File: src/rtl/irrig_pkg.sv
// Shared types and constants for the irrigation controller.
// State codes are also the St output encoding.
package irrig_pkg;

  localparam int CNT_W = 8;

  localparam logic [3:0] DEF_LOW_TH  = 4'd4;
  localparam logic [3:0] DEF_HIGH_TH = 4'd11;

  typedef enum logic [1:0] {
    ST_IDLE  = 2'b00,
    ST_WATER = 2'b01,
    ST_SOAK  = 2'b10,
    ST_FAULT = 2'b11
  } irrig_state_e;

  typedef logic [CNT_W-1:0] cnt_t;

  // Counters stick at all-ones instead of wrapping.
  function automatic cnt_t sat_inc(input cnt_t v);
    return (v == '1) ? v : v + 1'b1;
  endfunction

endpackage

File: src/rtl/irrig_ctrl_if.sv
// Sample/control bundle between the irrigation controller and its environment.
// The slave modport is the controller side.
interface irrig_ctrl_if;

  logic       ce;
  logic [3:0] m;
  logic       ack;
  logic       pump;
  logic [1:0] st;
  logic       fault;

  modport master (
    output ce, m, ack,
    input  pump, st, fault
  );

  modport slave (
    input  ce, m, ack,
    output pump, st, fault
  );

endinterface

File: src/rtl/irrig_persist.sv
// Dry-sample persistence filter: reached pulses on the tick that completes
// PERSIST consecutive dry ticks.
module irrig_persist
  import irrig_pkg::*;
#(
  parameter int PERSIST = 3
) (
  input  logic clk,
  input  logic rst,
  input  logic tick,
  input  logic dry,
  input  logic clear,
  output logic reached
);

  localparam cnt_t PERSIST_C = cnt_t'(PERSIST);

  cnt_t cnt;
  cnt_t cnt_inc;

  assign cnt_inc = sat_inc(cnt);
  assign reached = tick && dry && !clear && (cnt_inc >= PERSIST_C);

  // Restarting after a hit keeps the count at zero while the FSM is away.
  always_ff @(posedge clk or posedge rst) begin
    if (rst) begin
      cnt <= '0;
    end else if (tick) begin
      if (clear || !dry || reached) begin
        cnt <= '0;
      end else if (cnt < PERSIST_C) begin
        cnt <= cnt_inc;
      end
    end
  end

endmodule

File: src/rtl/irrig_ctrl.sv
// Soil-moisture irrigation controller: IDLE / WATER / SOAK / FAULT.
// Define IRRIG_TIMEOUT_EN to add the watering timeout and the FAULT state.
module irrig_ctrl
  import irrig_pkg::*;
#(
  parameter logic [3:0] LOW_TH     = DEF_LOW_TH,
  parameter logic [3:0] HIGH_TH    = DEF_HIGH_TH,
  parameter int         PERSIST    = 3,
  parameter int         SOAK_TICKS = 8,
  parameter int         MAX_TICKS  = 20
) (
  input  logic         C,
  input  logic         Clr,
  irrig_ctrl_if.slave  bus
);

  localparam cnt_t SOAK_C = cnt_t'(SOAK_TICKS);

  irrig_state_e state;
  irrig_state_e state_next;
  cnt_t         cnt;
  cnt_t         cnt_inc;
  logic         dry;
  logic         wet;
  logic         reached;
  logic         pump_q;
  logic         pump_d;
  logic         fault_q;
  logic         fault_d;

  assign dry     = (bus.m <= LOW_TH);
  assign wet     = (bus.m >= HIGH_TH);
  assign cnt_inc = sat_inc(cnt);

  irrig_persist #(
    .PERSIST (PERSIST)
  ) u_persist (
    .clk     (C),
    .rst     (Clr),
    .tick    (bus.ce),
    .dry     (dry),
    .clear   (state != ST_IDLE),
    .reached (reached)
  );

`ifdef IRRIG_TIMEOUT_EN
  localparam cnt_t MAX_C = cnt_t'(MAX_TICKS);
`else
  logic unused_cfg;
  assign unused_cfg = ^{bus.ack, fault_q};
`endif

  // The shared run/soak counter restarts on every state change.
  always_ff @(posedge C or posedge Clr) begin
    if (Clr) begin
      state   <= ST_IDLE;
      cnt     <= '0;
      pump_q  <= 1'b0;
      fault_q <= 1'b0;
    end else if (bus.ce) begin
      state   <= state_next;
      cnt     <= (state_next != state) ? '0 : cnt_inc;
      pump_q  <= pump_d;
      fault_q <= fault_d;
    end
  end

  always_comb begin
    state_next = state;
    if (bus.ce) begin
      case (state)
        ST_IDLE: begin
          if (reached) state_next = ST_WATER;
        end
        ST_WATER: begin
          if (wet) begin
            state_next = ST_SOAK;
          end
`ifdef IRRIG_TIMEOUT_EN
          else if (cnt_inc == MAX_C) begin
            state_next = ST_FAULT;
          end
`endif
        end
        ST_SOAK: begin
          if (cnt_inc == SOAK_C) state_next = ST_IDLE;
        end
        ST_FAULT: begin
`ifdef IRRIG_TIMEOUT_EN
          if (bus.ack) state_next = ST_IDLE;
`else
          state_next = ST_IDLE;
`endif
        end
        default: state_next = ST_IDLE;
      endcase
    end
  end

  // Outputs are decoded from the next state so they register with it.
  always_comb begin
    pump_d  = (state_next == ST_WATER);
    fault_d = (state_next == ST_FAULT);
  end

  assign bus.pump = pump_q;
  assign bus.st   = state;
`ifdef IRRIG_TIMEOUT_EN
  assign bus.fault = fault_q;
`else
  assign bus.fault = 1'b0;
`endif

endmodule

File: src/flat_wrapper.sv
// flat-port wrapper written by rule: the top's interface ports become plain ports
module irrig_ctrl_flat import irrig_pkg::*;
#(
  parameter logic [3:0] LOW_TH     = DEF_LOW_TH,
  parameter logic [3:0] HIGH_TH    = DEF_HIGH_TH,
  parameter int         PERSIST    = 3,
  parameter int         SOAK_TICKS = 8,
  parameter int         MAX_TICKS  = 20
)
  (C, Clr, bus_ce, bus_m, bus_ack, bus_pump, bus_st, bus_fault);
  irrig_ctrl_if bus_i ();
  input  logic C;
  input  logic Clr;
  input wire logic [$bits(bus_i.ce)-1:0] bus_ce;
  input wire logic [$bits(bus_i.m)-1:0] bus_m;
  input wire logic [$bits(bus_i.ack)-1:0] bus_ack;
  output wire logic [$bits(bus_i.pump)-1:0] bus_pump;
  output wire logic [$bits(bus_i.st)-1:0] bus_st;
  output wire logic [$bits(bus_i.fault)-1:0] bus_fault;
  assign bus_i.ce = bus_ce;
  assign bus_i.m = bus_m;
  assign bus_i.ack = bus_ack;
  assign bus_pump = bus_i.pump;
  assign bus_st = bus_i.st;
  assign bus_fault = bus_i.fault;
  irrig_ctrl #(.LOW_TH(LOW_TH), .HIGH_TH(HIGH_TH), .PERSIST(PERSIST), .SOAK_TICKS(SOAK_TICKS), .MAX_TICKS(MAX_TICKS)) u_core (.C(C), .Clr(Clr), .bus(bus_i));
endmodule
File: config.mk
export PLATFORM = sky130hd
export DESIGN_NAME = irrig_ctrl_flat
export DESIGN_NICKNAME = d
export VERILOG_FILES = /design/src/rtl/irrig_pkg.sv /design/src/rtl/irrig_ctrl_if.sv /design/src/rtl/irrig_persist.sv /design/src/rtl/irrig_ctrl.sv /design/src/flat_wrapper.sv
export SDC_FILE = /design/constraint.sdc
export NUM_CORES = 1
export LEC_CHECK = 0
export CORE_UTILIZATION = 45
export CTS_BUF_LIST = sky130_fd_sc_hd__clkbuf_8
export DETAILED_ROUTE_END_ITERATION = 8
export PLACE_DENSITY = 0.65
export SLEW_MARGIN = 20
export SYNTH_ARGS = -nofsm -noshare
export SYNTH_HDL_FRONTEND = slang
export SYNTH_SLANG_ARGS = --single-unit
File: constraint.sdc
create_clock -name C -period 2.61 [get_ports C]
set_input_delay 0.522 -clock C [delete_from_list [all_inputs] [get_ports C]]
set_output_delay 0.522 -clock C [all_outputs]
set_load 0.03 [all_outputs]
==> results of run 1 <==
-- worst register-to-register path: cells and delay by family (launching register included) --
kind / cells / cell delay [ns]
AOI/OAI and AO/OA: 3 / 0.66
and+or+nand+nor: 2 / 0.64
DFF: 1 / 0.40
adders and majority gates: 1 / 0.28
-- state kept, by name (all words and copies together), names as in the netlist --
signal,count
u_core.cnt,8
u_core.u_persist.cnt,8
u_core.bus.st,2
u_core.bus.pump,1
-- power groups by stage --
stage	logic, mW	clock network (mW)	registers, mW
3_5_place_dp	0.382	0	0.494
5_1_grt	0.429	0.227	0.505
4_1_cts	0.383	0.217	0.488
6_report	0.380	0.212	0.491
2_1_floorplan	0.310	0	0.478
3_3_place_gp	0.373	0	0.490
-- layer usage --
| metal | vias to the layer above | share of wire | wire length, um | GRT usage |
|---|---|---|---|---|
| li1 | 508 | - | - | - |
| met4 | 0 | 0.0043 | 10 | 0.0702 |
| met1 | 472 | 0.51 | 1200 | 0.262 |
| met3 | 2 | 0.017 | 40 | 0.0345 |
| met2 | 9 | 0.47 | 1090 | 0.279 |
| met5 | - | 0 | 0 | 0 |
-- cell families after synthesis --
| group | Yosys count | share of synthesized area |
|---|---|---|
| adders and majority gates | 2 | 0.0210 |
| xor gates and xnor gates | 4 | 0.0294 |
| other | 1 | 0.00315 |
| and+or+nand+nor | 59 | 0.272 |
| muxes | 3 | 0.0252 |
| DFF | 19 | 0.400 |
| AOI/OAI and AO/OA | 29 | 0.183 |
| buffers and inverters | 14 | 0.0662 |
-- worst paths after layout --
path                                           end  slack (ns)  cells after the start
min in group asynchronous  u_core.u_persist.cnt[2]        0.68                      2
max reg2reg                          u_core.cnt[6]        0.52                      6
min reg2reg                        u_core.bus.pump        0.51                      1
max in group asynchronous            u_core.cnt[1]        1.46                      2
max                                  u_core.cnt[6]        0.52                      6
min                                u_core.bus.pump        0.51                      1
-- layout by cell type (no fill, tap or decap), types with 2 or more instances in the layout --
cell              n
a21oi_1           3
xor2_1            2
clkbuf_8          3
a41oi_1           2
and3_1            2
and4_1            2
nor2b_1           6
nand2_1          10
clkdlybuf4s50_1   9
nand3_1           7
xnor2_1           2
inv_1             7
o211ai_1          2
nor2_1           10
o21ai_0           7
mux2i_1           3
a31oi_1           3
buf_4             2
nor4_1            8
dfrtp_1          19
ha_1              2
nor3_1            6
nand4_1           3
-- synthesized netlist by cell type, drive strengths merged, types with 3 or more instances --
master	count	area [um^2]
nand4	3	18.8
buf	7	52.5
a31oi	3	18.8
nand3	8	45.0
dfrtp	19	475
nor2b	6	37.5
nand2	10	37.5
a21oi	3	15.0
nor2	10	37.5
nor4	8	50.1
inv	7	26.3
nor3	6	30.0
o21ai	7	35.0
mux2i	3	30.0
-- final cells by class --
cell class	instances	area (um^2)
Tap cell	30	37.5
Timing Repair Buffer	11	105
Clock buffer	3	41.3
Sequential cell	19	475
Fill cell	247	1150
Inverter	7	26.3
Clock inverter	1	7.51
Multi-Input combinational cell	98	636
==> flow_summary.ini, run 1 <==
[timing]
fin_crit_ns = 2.09
clock-skew-final_ns = 0.00344
slew_headroom = 0.511
max_clock_freq_mhz = 478
hold_viol = 0
whs_ns = 0.506
slew_viol_final = 0
finalSetupViolCount = 0
setup_slack_ns = 0.516
tightest_slew_ns = 0.732
final.period_utilization = 0.802
finalSetupTns_ns = 0
rsz0062_at_grt = no

[critical_path]
worstSetupStartpointType = flip-flop
cp_max_fo = 9
r2r_start = u_core.cnt[0]
crit_family = compound AO/OA/AOI/OAI gates
required_ns = 2.75
worst_path_largest_cell_delay_ns = 0.44
crit_path_end_kind = flip-flop
path_class = flip-flop to flip-flop
crit_chain = ha_1 > and4_1 > a21oi_1 > nor4_1 > o2111a_1 > o41ai_2
worstSetupStartpoint = u_core.cnt[0]
crit_buf_inv = 0
worstPathArrival_ns = 2.23
critPathSlowestCell = o2111a_1

[drt]
vias_per_cell = 5.86
dr.pass1.iters = 4
avgRoutedWirePerCell_um = 13.9
routed-via-count = 991
drc = 0
wirelength_um = 2340
detail-route-antenna-nets = 0
drtIter0Drc = 16

[power_and_ir_drop]
seqPwrFrac = 0.454
power_density_nw_per_um2 = 815
p_leak_nw = 0.589
total_power_mw = 1.08
switching_share = 0.393
clkPwrFrac = 0.195
ir_drop_mv = 0.582
combPwrFrac = 0.351
intPower_mw = 0.658
p_sw_mw = 0.426

[global_route]
grt_overflow = 0
antenna_found_initial = 0
grt_pass1_wl_um = 3790
grt_max_degree = 20
grtUsageTotal = 0.187
grt_pass1_vias = 854

[clocking]
cts_buffers = 3
clockBufferDepth = 2
cts_root_buf = clkbuf_8
cts_resized = 0
clk_pin_slew_ns = 0.07
cts_tree = done
clock_sinks = 19
clk_latency_ns = 0.26
holdBufCountCts = 0
cts_setup_buffers = 0
htree_levels = 1

[place]
postPlaceCellArea_um2 = 1280
pre_cts_slack_ns = 0.377
numPortBuffers = 9
dp_hpwl_um = 1690
place_congestion = 0.933
numPlacedInstances = 165

[logic_synthesis]
async_reset_ff_frac = 1.00
ys_ff_latch = 19
synth_fp_nets = 141
syn-cell-area_um2 = 1190
avgSynthCellArea_um2 = 9.08
ys_types = 41
synth_ff_type = dfrtp_1
synth-seq-area-share = 0.400
synth_edf_count = 0
netlist_instances = 131
ys_warn_count = 0

[die]
start_util = 0.480
die_w_um = 53.4
dieArea_um2 = 2850
rows = 18
coreArea_um2 = 2480
ioPinCount = 12
die_h_um = 53.4

[worst_hold_path]
hp-class = flip-flop to flip-flop
hold_path.startpoint = u_core.bus.pump

[job]
cap_violations = 0

[layout]
antennaDiodeCount = 0
finalInstanceArea_um2 = 1330
fin_util = 0.536
nets = 150
drive_above_1_share = 0.0719
fin_cells = 169
syn_to_final_growth_pct = 11.7

[run_status]
status = finished clean
Note: power is estimated with default switching activity, not from simulation.
==> inputs of run 2 (changes only) <==
PLACE_DENSITY = 0.68   (was 0.65)
clock period = 1.8 ns   (was 2.61 ns; I/O delays follow)
==> run 2 against run 1 <==
The flow now finishes with violations (setup timing). Clock power grew 37%. Register-to-register slack lost 0.57 ns. Wire length grew 36%. Flip-flop and latch count is the same. Via count grew 16%. First-iteration DRC count grew 130%. Design area grew 22%. Largest cell class unchanged. Highest routed layer unchanged.
==> flow_summary.ini, run 2 (synthesis gave the netlist of run 1 again) <==
[power_and_ir_drop]
p_sw_mw = 0.718
p_leak_nw = 0.757
clkPwrFrac = 0.160
power_density_nw_per_um2 = 1120
seqPwrFrac = 0.382
ir_drop_mv = 0.844
intPower_mw = 1.09
combPwrFrac = 0.458
switching_share = 0.396

[critical_path]
worstPathArrival_ns = 2.01
cp_max_fo = 4
required_ns = 1.96
worstSetupStartpointType = flip-flop
path_class = flip-flop to flip-flop
crit_path_end_kind = flip-flop

[drt]
avgRoutedWirePerCell_um = 16.3
drc = 0
dr.pass1.iters = 4
vias_per_cell = 5.92
wirelength_um = 3180
drtIter0Drc = 36
routed-via-count = 1154
detail-route-antenna-nets = 0

[clocking]
clockBufferDepth = 2
clk_latency_ns = 0.25
cts_tree = done
cts_buffers = 3
cts_root_buf = clkbuf_8
clock_sinks = 19
clk_pin_slew_ns = 0.07
htree_levels = 1

[place]
postPlaceCellArea_um2 = 1450
place_congestion = 0.912
dp_hpwl_um = 2110
numPortBuffers = 9

[global_route]
grt_pass1_vias = 1090
grt_overflow = 0
grt_max_degree = 20
antenna_found_initial = 0
grt_pass1_wl_um = 5020
grtUsageTotal = 0.249

[die]
die_h_um = 53.4
rows = 18
start_util = 0.480
die_w_um = 53.4
ioPinCount = 12
coreArea_um2 = 2480
dieArea_um2 = 2850

[timing]
clock-skew-final_ns = 0.00152
finalSetupViolCount = 10
rsz0062_at_grt = yes
fin_crit_ns = 1.85
finalSetupTns_ns = -0.286
setup_slack_ns = -0.0493
hold_viol = 0
max_clock_freq_mhz = 541
final.period_utilization = 1.03
slew_viol_final = 0

[run_status]
status = finished with violations
violations = setup timing

[layout]
antennaDiodeCount = 0
nets = 176
final_cell_mix = buf_4 (25), dfrtp_1 (19), nor2_1 (9), nand2_1 (9), inv_1 (8)
finalInstanceArea_um2 = 1630
drive_above_1_share = 0.303
final_common_cell = buf_4
syn_to_final_growth_pct = 36.6

[worst_hold_path]
hp-class = input port to async pin

[job]
cap_violations = 0
-- run 2: cell count changes in the layout (fill, tap and decap cells not counted), moves of 2 or more --
| cell | previous run | this run |
|---|---|---|
| buf_6 | 0 | 2 |
| buf_4 | 2 | 25 |
| ha_1 | 2 | 0 |
| clkdlybuf4s50_1 | 9 | 7 |
| nor4_1 | 8 | 3 |
| nor4_2 | 0 | 4 |
-- run 2: stage by stage --
step            util  std cells  hold WS (ns)  total power, mW  setup WS, ns
2_1_floorplan      -        131         0.311             1.15        0.0268
3_3_place_gp   0.583        186         0.489             1.38        -0.207
3_5_place_dp   0.583        186         0.514             1.42        -0.248
4_1_cts        0.652        195         0.434             1.79       -0.0251
5_1_grt        0.656        195         0.485             1.93        -0.169
6_report       0.656        195         0.425             1.81       -0.0493
-- run 2: layout make-up --
cell class | instances | area [um^2]
fillers | 214 | 852
flip-flops and latches | 19 | 475
clock buffers | 3 | 41.3
clock inverters | 1 | 3.75
repair buffers | 36 | 302
well taps | 30 | 37.5
multi-input cells | 99 | 739
inverters | 7 | 26.3
-- run 2: worst max-delay path, stage by stage (launching register included) --
cell and delay (ns):
dfrtp_1 0.42, buf_6 0.13, and2_4 0.16, a41o_1 0.26, o211ai_1 0.20, buf_4 0.20
nand3_4 0.12, nor4_4 0.26
-- run 2: worst paths after layout --
kind                                               from                      end  slack (ns)  cells after the start
worst max-delay path            u_core.u_persist.cnt[0]            u_core.cnt[2]       -0.05                      7
worst min-delay path                                Clr  u_core.u_persist.cnt[1]        0.43                      3
worst max register to register  u_core.u_persist.cnt[0]            u_core.cnt[2]       -0.05                      7
worst min register to register  u_core.u_persist.cnt[7]  u_core.u_persist.cnt[7]        0.54                      1
max in group asynchronous                           Clr            u_core.cnt[3]        1.17                      3
min in group C                  u_core.u_persist.cnt[7]  u_core.u_persist.cnt[7]        0.54                      1
-- run 2: per-layer routing --
metal  up-vias  GRT usage  part of all wire
li1        561          -                 -
met4         0     0.0877             0.018
met5         -          0                 0
met2        19      0.442              0.54
met1       566      0.298              0.42
met3         8     0.0402             0.025
-- run 2: power groups by stage --
stage	combinational, mW	sequential (mW)	clock (mW)
2_1_floorplan	0.452	0.693	0
3_3_place_gp	0.703	0.680	0
3_5_place_dp	0.733	0.686	0
4_1_cts	0.810	0.691	0.293
5_1_grt	0.905	0.712	0.312
6_report	0.830	0.693	0.290
-- run 2: repair_timing --
item / CTS / global route
hold buffers: 0 / 0
pin swaps: 9 / 4
cloned: 1 / 0
setup buffers: 4 / 0
endpoints found under the setup margin: 13 / 14
gates resized for setup: 20 / 2
